$ cat config.mk
export PLATFORM = sky130hd
export DESIGN_NAME = decoder_2x4_pipe
export DESIGN_NICKNAME = d
export VERILOG_FILES = /design/src/rtl/decoder_pkg.sv /design/src/rtl/decoder_2x4_comb.sv /design/src/rtl/decoder_2x4_pipe.sv
export SDC_FILE = /design/constraint.sdc
export NUM_CORES = 1
export LEC_CHECK = 0
export ABC_AREA = 1
export CAP_MARGIN = 40
export CORE_UTILIZATION = 30
export CTS_CLUSTER_SIZE = 30
export DETAILED_ROUTE_END_ITERATION = 10
export GPL_TIMING_DRIVEN = 0
export MAX_ROUTING_LAYER = met4
export PLACE_DENSITY = 0.49
export RECOVER_POWER = 25
export SLEW_MARGIN = 10
export SYNTH_ARGS = -nofsm -noshare
export SYNTH_HDL_FRONTEND = slang
export SYNTH_SLANG_ARGS = --single-unit
$ cat constraint.sdc
create_clock -name clk -period 3.3 [get_ports clk]
set_input_delay 0.99 -clock clk [delete_from_list [all_inputs] [get_ports clk]]
set_output_delay 0.99 -clock clk [all_outputs]
set_load 0.03 [all_outputs]
$ cat src/rtl/decoder_pkg.sv
`default_nettype none
// ============================================================================
//  Module      : decoder_pkg
//  Description : Shared definitions for the 2-to-4 pipelined decoder:
//                occupancy FSM state encoding, one-hot code constants and
//                the default hit-counter width.
//  Revision    : 1.0 - initial release
// ============================================================================
package decoder_pkg;

  // Occupancy of the two-entry (output + skid) storage.
  typedef enum logic [1:0] {
    EMPTY = 2'd0,
    ONE   = 2'd1,
    TWO   = 2'd2
  } state_e;

  // One-hot words for each 2-bit code.
  localparam logic [3:0] Y_CODE0 = 4'b0001;
  localparam logic [3:0] Y_CODE1 = 4'b0010;
  localparam logic [3:0] Y_CODE2 = 4'b0100;
  localparam logic [3:0] Y_CODE3 = 4'b1000;
  localparam logic [3:0] Y_NONE  = 4'b0000;

  // Default width of each per-code hit counter.
  localparam int CNT_W_DEFAULT = 8;

endpackage : decoder_pkg
`default_nettype wire

$ cat src/rtl/decoder_2x4_comb.sv
`default_nettype none
// ============================================================================
//  Module      : decoder_2x4_comb
//  Description : Purely combinational 2-to-4 one-hot decoder. Unknown or
//                out-of-range codes decode to all-zeros, so an X on the code
//                bus while it is not being used cannot leak a multi-hot word.
//  Revision    : 1.0 - initial release
// ============================================================================
module decoder_2x4_comb
  import decoder_pkg::*;
(
  input  logic [1:0] code,
  output logic [3:0] y
);

  // Map each code to its one-hot word.
  always_comb begin
    y = Y_NONE;
    case (code)
      2'd0:    y = Y_CODE0;
      2'd1:    y = Y_CODE1;
      2'd2:    y = Y_CODE2;
      2'd3:    y = Y_CODE3;
      default: y = Y_NONE;
    endcase
  end

endmodule : decoder_2x4_comb
`default_nettype wire

$ cat src/rtl/decoder_2x4_pipe.sv
`default_nettype none
// ============================================================================
//  Module      : decoder_2x4_pipe
//  Description : Valid/ready pipelined 2-to-4 one-hot decoder. Codes are
//                decoded at the input and stored in an output register backed
//                by one skid register (two entries, FIFO order). in_ready and
//                out_valid are decoded from the state register only, so there
//                is no combinational path from out_ready to in_ready.
//                Optional macro DECODER_2X4_CNT_EN adds the hit_cnt port with
//                one wrapping CNT_W-bit acceptance counter per code.
//  Revision    : 1.0 - initial release
// ============================================================================
module decoder_2x4_pipe
  import decoder_pkg::*;
#(
  parameter int CNT_W = CNT_W_DEFAULT
) (
  input  logic             clk,
  input  logic             rst,
  input  logic             in_valid,
  output logic             in_ready,
  input  logic [1:0]       code,
  output logic             out_valid,
  input  logic             out_ready,
  output logic [3:0]       y
`ifdef DECODER_2X4_CNT_EN
  ,
  output logic [4*CNT_W-1:0] hit_cnt
`endif
);

  state_e     state_q, state_d;
  logic [3:0] y_q, y_d;
  logic [3:0] skid_q, skid_d;
  logic [3:0] dec_y;
  logic       in_xfer;
  logic       out_xfer;

  decoder_2x4_comb u_dec (
    .code (code),
    .y    (dec_y)
  );

  // Handshake flags are pure functions of the state register.
  always_comb begin
    in_ready  = (state_q != TWO);
    out_valid = (state_q != EMPTY);
    in_xfer   = in_valid && in_ready;
    out_xfer  = out_valid && out_ready;
  end

  assign y = y_q;

  // Next-state and datapath steering for the two-entry storage.
  always_comb begin
    state_d = state_q;
    y_d     = y_q;
    skid_d  = skid_q;
    case (state_q)
      EMPTY: begin
        if (in_xfer) begin
          y_d     = dec_y;
          state_d = ONE;
        end
      end
      ONE: begin
        if (in_xfer && out_xfer) begin
          // Output word leaves and the new word replaces it in place.
          y_d     = dec_y;
          state_d = ONE;
        end else if (in_xfer) begin
          skid_d  = dec_y;
          state_d = TWO;
        end else if (out_xfer) begin
          y_d     = Y_NONE;
          state_d = EMPTY;
        end
      end
      TWO: begin
        // in_ready is low here, so only the drain path exists.
        if (out_xfer) begin
          y_d     = skid_q;
          skid_d  = Y_NONE;
          state_d = ONE;
        end
      end
      default: begin
        y_d     = Y_NONE;
        skid_d  = Y_NONE;
        state_d = EMPTY;
      end
    endcase
  end

  // State and data registers with asynchronous clear.
  always_ff @(posedge clk or posedge rst) begin
    if (rst) begin
      state_q <= EMPTY;
      y_q     <= Y_NONE;
      skid_q  <= Y_NONE;
    end else begin
      state_q <= state_d;
      y_q     <= y_d;
      skid_q  <= skid_d;
    end
  end

`ifdef DECODER_2X4_CNT_EN
  logic [CNT_W-1:0] cnt_q [4];
  logic [CNT_W-1:0] cnt_d [4];

  // Bump the counter of the accepted code; natural overflow gives the wrap.
  always_comb begin
    for (int k = 0; k < 4; k++) begin
      cnt_d[k] = cnt_q[k];
      if (in_xfer && (code == k[1:0])) begin
        cnt_d[k] = cnt_q[k] + 1'b1;
      end
    end
  end

  // Counter registers with asynchronous clear.
  always_ff @(posedge clk or posedge rst) begin
    if (rst) begin
      for (int k = 0; k < 4; k++) begin
        cnt_q[k] <= '0;
      end
    end else begin
      for (int k = 0; k < 4; k++) begin
        cnt_q[k] <= cnt_d[k];
      end
    end
  end

  for (genvar g = 0; g < 4; g++) begin : g_hit_cnt
    assign hit_cnt[g*CNT_W +: CNT_W] = cnt_q[g];
  end
`endif

endmodule : decoder_2x4_pipe
`default_nettype wire

==> flow_metrics.py <==
metrics = {
    "status": {
        "status": "finished, final reports clean",
    },
    "synth": {
        "ys_types": 17,
        "syn_area_um2": 587,
        "ys_seq_area_frac": 0.426,
        "syn_inst": 86,
        "synth.largest_area_cell": "dfrtp_1",
        "syn_avg_cell_area_um2": 6.82,
        "synth.top_cells.by_area": "dfrtp_1 (43%), nand2_1 (26%), inv_1 (5.8%), nand3_1 (5.1%), nor2_1 (3.8%)",
        "synth_seq_cells": 10,
        "synth.top_cell.area_share": 0.426,
        "yosys_warnings": 0,
        "synth_fp_nets": 92,
    },
    "sta": {
        "rsz0062_at_grt": "false",
        "slew_viol_final": 0,
        "fin_setup_tns_ns": 0,
        "fmax_ghz": 0.361,
        "setup_viol": 0,
        "clock_skew_ns": 0.00351,
        "slew_headroom": 0.743,
        "finalCriticalPeriod_ns": 2.77,
        "hold_violations": 0,
        "fin_crit_sh": 0.839,
        "tightest_slew_ns": 0.385,
    },
    "cts": {
        "cts_buffers": 3,
        "cts_tree": "built",
        "path_clk_slew_ns": 0.06,
        "clockBufferDepth": 2,
        "htree_levels": 1,
        "clock_latency_ns": 0.26,
        "holdBufCountCts": 0,
        "cts_setup_buffers": 0,
        "root_buffer": "clkbuf_4",
        "cts_sinks": 10,
        "cts_resized": 0,
    },
    "drt": {
        "drt-pass1-iter-count": 4,
        "drc": 0,
        "wire_per_inst_um": 9.77,
        "postRouteWirelength_um": 1220,
        "vias": 573,
        "ant_nets": 0,
        "drt_iter0_markers": 15,
        "via_per_inst": 4.58,
    },
    "pwr": {
        "vdd_drop_max_uv": 236,
        "power_density_mw_per_mm2": 759,
        "leakage_nw": 0.406,
    },
    "min_path": {
        "hold_class": "flop to flop",
        "holdCritStartpoint": "y[1]$_DFFE_PP0P_",
        "holdPathStages": 2,
        "hold_end": "y[1]$_DFFE_PP0P_",
    },
    "grt": {
        "grt_max_degree": 11,
        "first_global_vias": 455,
        "grt-ovfl-total": 0,
        "grt_pass1_wl_um": 2040,
        "antenna_found_initial": 0,
        "grt_usage": 0.144,
    },
    "floorplan": {
        "io-pin-count": 12,
        "initial_core_util": 0.329,
        "die_w_um": 46.2,
        "dieArea_mm2": 0.00214,
        "die-height_um": 46.2,
        "row_count": 15,
        "core_mm2": 0.00178,
    },
    "finish": {
        "area_delta_synth_final_pct": 27.9,
        "regArea_um2": 250,
        "fin_nets": 108,
        "antennaDiodeCount": 0,
        "drive_gt1_frac": 0.110,
        "utilization": 0.421,
        "final_common_cell": "nand2_1",
        "nFillCells": 197,
        "most-common-layout-cells": "nand2_1 (40), clkdlybuf4s50_1 (10), dfrtp_1 (10)",
        "multi_input_area_um2": 288,
    },
    "critical_path": {
        "crit_fanout": 9,
        "cp-end-kind": "output pin",
        "rr_worst_depth": 6,
        "cp-start-kind": "flop",
        "cp_slowest_cell": "clkdlybuf4s50_1",
        "r2r-end": "y[3]$_DFFE_PP0P_",
        "critPathBufInv": 3,
        "critical-path-max-stage-delay_ns": 0.60,
        "path_cells": "inv_2 > nor2_1 > inv_1 > clkdlybuf4s50_1",
        "cp.required_ns": 2.31,
        "worstReg2RegStart": "state_q[1]$_DFFE_PP0P_",
        "regToRegSetupSlack_ns": 2.08,
        "worstSetupPathType": "flop to output pin",
        "arrival_ns": 1.78,
        "cp_top_family": "buffers and inverters",
    },
    "placed_design": {
        "place_congestion": 0.854,
        "portBuffers": 11,
        "dpl.hpwl_um": 957,
    },
    "run": {
        "max_cap_violations": 0,
    },
}
synthesized netlist by cell type:
cell type,instances
a21oi_1,1
a21oi_2,1
a21oi_4,1
buf_4,1
dfrtp_1,10
inv_1,9
inv_2,2
nand2_1,40
nand2_2,2
nand3_1,6
nand4_1,1
nor2_1,6
nor2_2,1
o21ai_0,2
o21ai_1,1
o22ai_1,1
xor2_1,1
per-layer routing:
metal  track usage  part of all wire  vias up
met5             -                 0        -
met2         0.189              0.46       20
li1              -                 -      296
met4        0.0353            0.0074        0
met1         0.194              0.48      255
met3        0.0706             0.057        2
layout make-up:
cell class | instances | area share
buffer | 1 | 0.0100
clock buffer | 3 | 0.0300
inverter | 11 | 0.0550
multi-input combinational | 64 | 0.383
sequential | 10 | 0.333
tap | 25 | 0.0417
timing repair buffer | 11 | 0.147
power breakdown:
group,internal [mW],switching [mW]
registers,0.164,0.0251
logic,0.111,0.188
clock network,0.0420,0.0393
total,0.317,0.252
sequential cells by signal (all words and copies together) (netlist names):
| register | count |
|---|---|
| state_q | 2 |
| y | 4 |
| skid_q | 4 |
tightest hold or removal path: cells and delay by family (launching register included):
family	cells	cell delay (ns)
flip-flops	1	0.34
AND/OR/NAND/NOR	2	0.09
kinds of logic (layout without fill, tap and decap cells):
kind of cell    Yosys count  count (layout)  share of synthesized area
buf+inv                  12              26                     0.0832
compound gates            7               7                     0.0874
xor+xnor                  1               1                     0.0149
simple gates             56              56                      0.388
flops                    10              10                      0.426
worst max-delay path by stage:
| stage | startpoint | end | slack, ns | cells after the start |
|---|---|---|---|---|
| after floorplan | state_q[1]$_DFFE_PP0P_ | in_ready | 1.44 | 3 |
| after global placement | state_q[1]$_DFFE_PP0P_ | in_ready | 0.79 | 4 |
| after detailed placement | state_q[1]$_DFFE_PP0P_ | in_ready | 0.81 | 4 |
| after CTS | state_q[1]$_DFFE_PP0P_ | in_ready | 0.50 | 4 |
| after global routing | state_q[1]$_DFFE_PP0P_ | in_ready | 0.41 | 4 |
| final | state_q[1]$_DFFE_PP0P_ | in_ready | 0.53 | 4 |
metrics by stage:
step | instance area [µm²] | power (mW) | hold WS (ns) | setup slack (ns) | cells
after floorplan | 587 | 0.396 | 0.443 | 1.44 | 86
after global placement | 728 | 0.492 | 0.454 | 0.789 | 122
after detailed placement | 728 | 0.492 | 0.459 | 0.807 | 122
after CTS | 751 | 0.579 | 0.474 | 0.505 | 125
after global routing | 751 | 0.618 | 0.495 | 0.405 | 125
final | 751 | 0.570 | 0.469 | 0.533 | 125
(Power assumes the default switching activity.)
